[config.mk]
export PLATFORM = sky130hd
export DESIGN_NAME = ysyx_22040759_mul_ctrl
export DESIGN_NICKNAME = d
export VERILOG_FILES = /design/src/rtl/ysyx_22040759_mul_ctrl.sv
export SDC_FILE = /design/constraint.sdc
export NUM_CORES = 1
export LEC_CHECK = 0
export CORE_AREA = 2 2 183 185
export CTS_BUF_LIST = sky130_fd_sc_hd__clkbuf_16
export DETAILED_ROUTE_END_ITERATION = 7
export DIE_AREA = 0 0 185 187
export HOLD_SLACK_MARGIN = 0.06
export PLACE_DENSITY_LB_ADDON = 0.25
export SYNTH_ARGS = -nofsm -noshare
export SYNTH_HDL_FRONTEND = slang
export SYNTH_SLANG_ARGS = --single-unit
export TNS_END_PERCENT = 20
[constraint.sdc]
create_clock -name clock -period 4.12 [get_ports clock]
set_input_delay 0.824 -clock clock [delete_from_list [all_inputs] [get_ports clock]]
set_output_delay 0.824 -clock clock [all_outputs]
set_load 0.05 [all_outputs]
[src/rtl/ysyx_22040759_mul_ctrl.sv]
// ysyx_22040759_mul_ctrl
//   Sequencer between the EXU and the booth-2 multiplier for the RV64M
//   multiply group (MUL, MULH, MULHSU, MULHU, MULW). It accepts one request
//   at a time and drives the multiplier's valid/ready/flush handshake. It then
//   formats the result and holds it for writeback until accepted.
//   Requests with a zero operand, and reserved opcodes, skip the multiplier
//   and complete with a zero result.
//
// Ports
//   clock, reset      single clock; synchronous active-high reset
//   ex_mul_req/op     EXU request, held until ex_mul_ack; op 0..4, 5-7 reserved
//   ex_src1/ex_src2   multiplicand / multiplier
//   ex_rd             destination register
//   flush             cancels whatever operation is in progress
//   ex_mul_ack        one-cycle pulse when writeback takes the result
//   wb_valid/ready    result handshake towards writeback
//   wb_rd/wb_data     latched rd and formatted result
//   m_*               command/operand outputs and result inputs of the multiplier
module ysyx_22040759_mul_ctrl #(
  parameter int XLEN = 64
) (
  input  logic            clock,
  input  logic            reset,
  input  logic            ex_mul_req,
  input  logic [2:0]      ex_mul_op,
  input  logic [XLEN-1:0] ex_src1,
  input  logic [XLEN-1:0] ex_src2,
  input  logic [4:0]      ex_rd,
  input  logic            flush,
  output logic            ex_mul_ack,
  output logic            wb_valid,
  input  logic            wb_ready,
  output logic [4:0]      wb_rd,
  output logic [XLEN-1:0] wb_data,
  output logic            m_valid,
  output logic            m_flush,
  output logic            m_mulw,
  output logic [1:0]      m_signed,
  output logic [XLEN-1:0] m_multiplicand,
  output logic [XLEN-1:0] m_multiplier,
  input  logic            m_ready,
  input  logic            m_out_valid,
  input  logic [XLEN-1:0] m_hi,
  input  logic [XLEN-1:0] m_lo
);

  typedef enum logic [1:0] {
    S_IDLE  = 2'd0,
    S_ISSUE = 2'd1,
    S_WAIT  = 2'd2,
    S_DONE  = 2'd3
  } state_e;

  localparam logic [2:0] OP_MUL    = 3'd0;
  localparam logic [2:0] OP_MULH   = 3'd1;
  localparam logic [2:0] OP_MULHSU = 3'd2;
  localparam logic [2:0] OP_MULHU  = 3'd3;
  localparam logic [2:0] OP_MULW   = 3'd4;

  state_e          state_q, state_d;
  logic [2:0]      op_q, op_d;
  logic [XLEN-1:0] src1_q, src1_d;
  logic [XLEN-1:0] src2_q, src2_d;
  logic [4:0]      rd_q, rd_d;
  logic [XLEN-1:0] result_q, result_d;
  logic [1:0]      signed_q, signed_d;
  logic            mulw_q, mulw_d;

  logic            bypass;
  logic [XLEN-1:0] formatted;

  always_ff @(posedge clock) begin
    if (reset) begin
      state_q  <= S_IDLE;
      op_q     <= '0;
      src1_q   <= '0;
      src2_q   <= '0;
      rd_q     <= '0;
      result_q <= '0;
      signed_q <= '0;
      mulw_q   <= 1'b0;
    end else begin
      state_q  <= state_d;
      op_q     <= op_d;
      src1_q   <= src1_d;
      src2_q   <= src2_d;
      rd_q     <= rd_d;
      result_q <= result_d;
      signed_q <= signed_d;
      mulw_q   <= mulw_d;
    end
  end

  // A product is trivially zero when an operand is zero; MULW only looks at
  // the low words, so a zero low word is enough there. Reserved ops also
  // complete with zero without touching the multiplier.
  always_comb begin
    bypass = 1'b0;
    if (ex_mul_op > OP_MULW) begin
      bypass = 1'b1;
    end else if (ex_mul_op == OP_MULW) begin
      bypass = (ex_src1[31:0] == 32'd0) || (ex_src2[31:0] == 32'd0);
    end else begin
      bypass = (ex_src1 == '0) || (ex_src2 == '0);
    end
  end

  always_comb begin
    formatted = '0;
    case (op_q)
      OP_MUL:                       formatted = m_lo;
      OP_MULH, OP_MULHSU, OP_MULHU: formatted = m_hi;
      OP_MULW:                      formatted = {{(XLEN-32){m_lo[31]}}, m_lo[31:0]};
      default:                      formatted = '0;
    endcase
  end

  // Flush is tested first in every state so it wins over ready/out_valid/wb_ready.
  // The handshake pulses are masked during reset so that a reset in the middle
  // of an operation neither flushes the multiplier nor acknowledges the EXU.
  always_comb begin
    state_d    = state_q;
    op_d       = op_q;
    src1_d     = src1_q;
    src2_d     = src2_q;
    rd_d       = rd_q;
    result_d   = result_q;
    signed_d   = signed_q;
    mulw_d     = mulw_q;
    m_valid    = 1'b0;
    m_flush    = 1'b0;
    ex_mul_ack = 1'b0;

    case (state_q)
      S_IDLE: begin
        if (ex_mul_req && !flush) begin
          op_d   = ex_mul_op;
          src1_d = ex_src1;
          src2_d = ex_src2;
          rd_d   = ex_rd;
          mulw_d = (ex_mul_op == OP_MULW);
          case (ex_mul_op)
            OP_MUL, OP_MULH, OP_MULW: signed_d = 2'b11;
            OP_MULHSU:                signed_d = 2'b10;
            default:                  signed_d = 2'b00;
          endcase
          if (bypass) begin
            result_d = '0;
            state_d  = S_DONE;
          end else begin
            state_d  = S_ISSUE;
          end
        end
      end
      S_ISSUE: begin
        if (flush) begin
          m_flush = 1'b1;
          state_d = S_IDLE;
        end else begin
          m_valid = 1'b1;
          if (m_ready) begin
            state_d = S_WAIT;
          end
        end
      end
      S_WAIT: begin
        if (flush) begin
          m_flush = 1'b1;
          state_d = S_IDLE;
        end else if (m_out_valid) begin
          result_d = formatted;
          state_d  = S_DONE;
        end
      end
      S_DONE: begin
        if (flush) begin
          state_d = S_IDLE;
        end else if (wb_ready) begin
          ex_mul_ack = 1'b1;
          state_d    = S_IDLE;
        end
      end
      default: state_d = S_IDLE;
    endcase

    if (reset) begin
      m_valid    = 1'b0;
      m_flush    = 1'b0;
      ex_mul_ack = 1'b0;
    end
  end

  assign wb_valid       = (state_q == S_DONE);
  assign wb_rd          = rd_q;
  assign wb_data        = result_q;
  assign m_mulw         = mulw_q;
  assign m_signed       = signed_q;
  assign m_multiplicand = src1_q;
  assign m_multiplier   = src2_q;

endmodule

=== Word level (Yosys, flattened, before mapping) ===
Index checks and enable logic that the tools add are counted.

* Register bits: 205
* Logic and storage cells: 72

* $lt $le $gt $ge: 1
* Equal/unequal tests: 17
* Mux-type cells: 28
* Reduce and logical (&&, ||, !) cells: 18

{| class="wikitable"
|+ Operator list
! kind !! number
|-
| two-way mux 64 bit || 4
|-
| case mux 64 bit (3 select lines) || 1
|-
| logical NOT 64 bit || 2
|-
| case mux 64 bit (2 select lines) || 1
|-
| logical NOT 32 bit || 2
|-
| two-way mux 2 bit || 8
|-
| two-way mux 1 bit || 12
|-
| == test 3 x 2 -> 1 bit, second input constant || 3
|-
| != test 2 bit, second input constant || 4
|-
| case mux 2 bit (4 select lines) || 1
|-
| == test 3 x 1 -> 1 bit, second input constant || 2
|-
| == test 3 bit, second input constant || 2
|-
| logical NOT 3 bit || 2
|-
| != test 3 bit, second input constant || 2
|-
| OR reduction 3 bit || 2
|-
| AND reduction 5 bit || 1
|-
| == test 2 bit, second input constant || 2
|-
| case mux 2 bit (2 select lines) || 1
|-
| AND reduction 4 bit || 1
|-
| > comparator 3 bit, second input constant || 1
|-
| != test 3 x 2 -> 1 bit, second input constant || 1
|-
| == test 2 x 1 -> 1 bit, second input constant || 1
|-
| logical NOT 2 bit || 1
|-
| logical OR 1 bit || 2
|-
| other kinds (5) || 5
|}

=== Depth between registers and ports, before layout ===
* Word-level depth: 7
* Depth in mapped cells: 8
* Depth with buffers taken out: 8

=== Least setup slack after synthesis ===
OpenSTA, ideal clock, no wires.

* Kind: in2out
* From: in reset
* To: out m_flush
* Arrival time: 2214 ps
* Path slack: 1082 ps
* Cell stages on the path: 5
* Cells stage by stage: clkbuf_1 > clkbuf_1 > clkbuf_1 > clkbuf_1 > nor2_1

* Longest elaborated chain between the ends: 1

{| class="wikitable"
|+ Ends and longest elaborated chain
! item !! RTL line !! RTL
|-
| start: declaration || 23 || <nowiki>input logic reset,</nowiki>
|-
| two-way mux 1 bit || 186 || <nowiki>if (reset) begin</nowiki>
|-
| end: declaration || 36 || <nowiki>output logic m_flush,</nowiki>
|}

No other way between the ends.

=== Final worst setup path ===
* From: in flush
* To: out m_valid

* Longest elaborated chain between the ends: 3

{| class="wikitable"
|+ Ends and longest elaborated chain
! item !! RTL line !! RTL
|-
| start: declaration || 29 || <nowiki>input logic flush,</nowiki>
|-
| two-way mux 1 bit || 156 || <nowiki>if (flush) begin</nowiki>
|-
| two-way mux 1 bit || 134 || <nowiki>case (state_q)</nowiki>
|-
| two-way mux 1 bit || 186 ||
|-
| end: declaration || 35 || <nowiki>output logic m_valid,</nowiki>
|}

No other way between the ends.

==> Implementation_results.wiki <==
{| class="wikitable"
! Metric !! Value
|-
| Capture point of the critical path || m_valid
|-
| Aggregate global-route resource usage || 0.194
|-
| Later-pin clock latency in the skew report || about 0.52 ns
|-
| Y dimension of the die || about 190 um
|-
| Initial antenna violation count || 1
|-
| Cell type with the largest total area after synthesis || sky130_fd_sc_hd__dfxtp_1
|-
| Result of the run || completed
|-
| Commonest cells after routing, fill and taps aside || 472 x sky130_fd_sc_hd__clkdlybuf4s50_1, 281 x sky130_fd_sc_hd__nand2_1, 210 x sky130_fd_sc_hd__a21oi_1
|-
| Number of synthesized register bits || just over 200
|-
| Number of cells on the worst reg-to-reg path || 8
|-
| CTS buffer count || 25
|-
| Post-synthesis compound-gate area fraction || 0.217
|-
| Worst setup skew after layout || around 0.023 ns
|-
| Endpoint kind of the worst setup timing path || output pin
|-
| Fin crit share || 0.857
|-
| Proportion of layout cells with a drive suffix above 1 || 0.0361
|-
| Reg clk slew, reported paths || about 0.050 ns
|-
| P_leak || 5.39 nW
|-
| Number of instances in the synthesized netlist || 1174
|-
| Routed vias || 9735
|-
| Gr ovfl total || 0
|-
| Xor-xnor portion of the synthesized cell area || 0
|-
| Number of levels the H-tree was split into || 1
|-
| Number of buffers on the longest clock path || 3
|-
| Count of boundary I/O pins || between 400 and 500
|-
| Post-layout nets || approximately 1900
|-
| Post CTS Setup Buffer Count || 0
|-
| Data arrival at the endpoint of the critical path || approximately 2.7 ns
|-
| Reg-to-reg slack, setup || around 1.5 ns
|-
| Most frequent standard cell in the layout excluding fill and tap cells || sky130_fd_sc_hd__clkdlybuf4s50_1
|-
| Final Setup Violations || 0
|-
| Share of cell area taken by muxes after synthesis || 0.0362
|-
| Root Buffer Master || sky130_fd_sc_hd__clkbuf_16
|-
| Start point of the worst hold path || m_multiplicand[42]$_SDFFE_PP0P_
|-
| Top delay family on crit path || buffers and inverters
|-
| Slowest cell delay on critical path || between 0.8 and 0.9 ns
|-
| Cell Chain, Critical Path || clkdlybuf4s50_1 -> nor2_1 -> and2_1 -> clkdlybuf4s50_1
|-
| Critical Path Most Common Cell || sky130_fd_sc_hd__clkdlybuf4s50_1
|-
| Die width || roughly 190 um
|-
| Via count of the first global-routing pass || about 9400
|-
| Global-route wire length before repair || around 53 mm
|-
| Standard-cell rows || 67
|-
| Startpoint of the most critical register-to-register path || state_q[0]$_SDFFE_PP0P_
|-
| Initial core utilization || 0.278
|-
| Share of flip-flops with an asynchronous set or reset || 0
|-
| Synth Cell Area || 9130 sq um
|-
| Count of cell instances traversed by the critical path || 4
|-
| Final Hold Fails || 0
|-
| Number of max-slew violations in the final report || 0
|-
| Startpoint class of the critical path || input port
|-
| Number of buffers and inverters on the critical path || 2
|-
| Max cap viols || 0
|-
| CP Class || in2out
|-
| Mapped Nets || ~1500
|-
| Summed negative setup slack over all endpoints || 0 ns
|-
| Sink Count || between 200 and 250
|-
| Port Buffers || roughly 470
|-
| CTS tree || built
|-
| Final Critical Period || ~3.5 ns
|-
| Number of DRC violations after detailed-routing iteration 0 || about 460
|-
| Count of flip-flops with a built-in enable after synthesis || 0
|-
| Overall power after layout || 6.17 mW
|-
| CORE AREA || 32900 sq um
|-
| Power density over the cells || 412 nW/um^2
|-
| Worst hold-check path type || reg2reg
|-
| Ys flop type || sky130_fd_sc_hd__dfxtp_1
|-
| Area delta synth->final || 64.2%
|-
| Slowest stage cell on the critical path || sky130_fd_sc_hd__clkdlybuf4s50_1
|-
| RSZ-0062 raised after global routing || no
|-
| Upper clock frequency limit || 283 MHz
|-
| Maximum fanout count along the critical path || 6
|-
| Final Cell Area || around 15000 sq um
|-
| Worst Path Required || about 3.3 ns
|-
| Actual transition at the worst max-transition pin || around 0.96 ns
|-
| Number of nets with antenna violations after routing || 0
|-
| Relative slew margins || 0.361
|-
| Post-detail-place hpwl || 25.7 mm
|-
| Via-per-instance ratio || 4.73
|-
| Die area || 34600 sq um
|-
| IR drop worst, VDD || about 0.27 mV
|-
| Largest family of logic cells by synthesized area || simple AND/OR/NAND/NOR gates
|-
| Number of gates resized after cts || 0
|-
| Avg Cell Area, Syn || between 7 and 8 sq um
|-
| Cell variety after synth || 36
|-
| Start point of the critical path || flush
|-
| Fraction of post-synthesis cell area in the top cell type by area || 0.450
|-
| End of the worst register-to-register path || wb_data[48]$_SDFFE_PP0P_
|-
| DR DRC count || 0
|-
| Initial DRT Pass Iterations || 5
|-
| Pin count of the biggest net entering global routing || about 200
|-
| Placement Cell Area || approximately 14000 sq um
|-
| Adder-Cell Fraction of Synth Area || 0.00686
|-
| Share of the yosys chip area belonging to registers || 0.450
|-
| Cell depth of the worst hold path || 2
|-
| Wirelength per Cell || about 17 um
|-
| Yosys Warn Count || 0
|-
| Routability Congestion || approximately 0.86
|-
| Dominant cells by area after synthesis || sky130_fd_sc_hd__dfxtp_1 45%, sky130_fd_sc_hd__nand2_1 12%, sky130_fd_sc_hd__a21oi_1 12%
|-
| Cts hold-fix bufs || 0
|-
| Drt total wl || approximately 36 mm
|-
| Area share of and/or/nand/nor cells after synthesis || 0.233
|}
==> power breakdown <==
group | switching (mW) | total [mW] | leakage, nW | internal [mW]
clock network | 0.814 | 1.89 | 0.372 | 1.08
logic | 1.27 | 2.04 | 3.36 | 0.774
registers | 0.0899 | 2.23 | 1.66 | 2.14
total | 2.18 | 6.17 | 5.39 | 4.00
==> worst min path at each step <==
| stage | endpoint | slack, ns |
|---|---|---|
| 2_1_floorplan | op_q[1]$_SDFFE_PP0P_ | 0.44 |
| 3_3_place_gp | m_multiplier[48]$_SDFFE_PP0P_ | 0.44 |
| 3_5_place_dp | m_multiplier[27]$_SDFFE_PP0P_ | 0.45 |
| 4_1_cts | m_multiplier[27]$_SDFFE_PP0P_ | 0.45 |
| 5_1_grt | m_multiplier[27]$_SDFFE_PP0P_ | 0.47 |
| 6_report | m_multiplicand[42]$_SDFFE_PP0P_ | 0.45 |
==> cell usage after synthesis, types with 6 or more instances <==
cell	instances
sky130_fd_sc_hd__nand2_1	281
sky130_fd_sc_hd__a21oi_1	210
sky130_fd_sc_hd__dfxtp_1	205
sky130_fd_sc_hd__clkbuf_1	80
sky130_fd_sc_hd__inv_1	38
sky130_fd_sc_hd__a211o_1	34
sky130_fd_sc_hd__mux2i_1	33
sky130_fd_sc_hd__o21ai_1	33
sky130_fd_sc_hd__nand2b_1	32
sky130_fd_sc_hd__nor3b_1	32
sky130_fd_sc_hd__nor4_1	32
sky130_fd_sc_hd__o21a_1	30
sky130_fd_sc_hd__a31oi_1	24
sky130_fd_sc_hd__or2_1	24
sky130_fd_sc_hd__nor2_1	13
sky130_fd_sc_hd__buf_2	9
sky130_fd_sc_hd__nand4_1	9
sky130_fd_sc_hd__nor3_1	8
sky130_fd_sc_hd__buf_1	7
sky130_fd_sc_hd__nand3_1	6
sky130_fd_sc_hd__or3_1	6
==> worst reg2reg max path, cell delays in order, from the launching register on <==
cell and delay (ns):
sky130_fd_sc_hd__dfxtp_1 0.39, sky130_fd_sc_hd__inv_1 0.10, sky130_fd_sc_hd__ha_1 0.29, sky130_fd_sc_hd__nor2b_1 0.31, sky130_fd_sc_hd__a21oi_1 0.12, sky130_fd_sc_hd__nor3_4 0.16
sky130_fd_sc_hd__buf_4 0.60, sky130_fd_sc_hd__a21oi_1 0.17, sky130_fd_sc_hd__or3_1 0.32
==> per-stage QoR <==
stage          cells  worst slack, ns   util  hold slack [ns]
4_1_cts         2056            0.597  0.456            0.454
3_5_place_dp    2017            0.304  0.435            0.446
5_1_grt         2057            0.566  0.456            0.467
6_report        2058            0.591  0.456            0.450
3_3_place_gp    2017            0.365  0.435            0.441
2_1_floorplan   1174             1.08      -            0.436
==> cell families (layout without fill, tap and decap cells) <==
logic type | after synthesis | after routing
buffers and inverters | 136 | 570
and+or+nand+nor | 452 | 452
muxes | 33 | 33
adders and majority gates | 5 | 5
AOI/OAI and AO/OA | 343 | 343
other | 0 | 2
DFF | 205 | 205
==> per-layer routing <==
metal	global-route usage	vias to the layer above	routed length, um
met4	0.0513	0	983
met3	0.0454	57	2620
met5	0	-	0
met1	0.226	4489	14400
met2	0.351	326	17700
li1	-	4863	-
==> flip-flops by register name (all words and copies together), names as in the netlist <==
signal and flops:
m_signed 2, state_q 2, m_mulw 1, op_q 3
wb_rd 5, m_multiplier 64, wb_data 64, m_multiplicand 64
==> cell type report <==
class	count	area, sq um
sequential	205	4110
inverter	38	143
clock buffer	25	626
antenna	2	5.00
multi-input combinational	833	4520
clock inverter	14	61.3
fill	3277	17900
tap	448	561
timing repair buffer	493	4960
No activity file was read; power rests on OpenSTA's default activity.
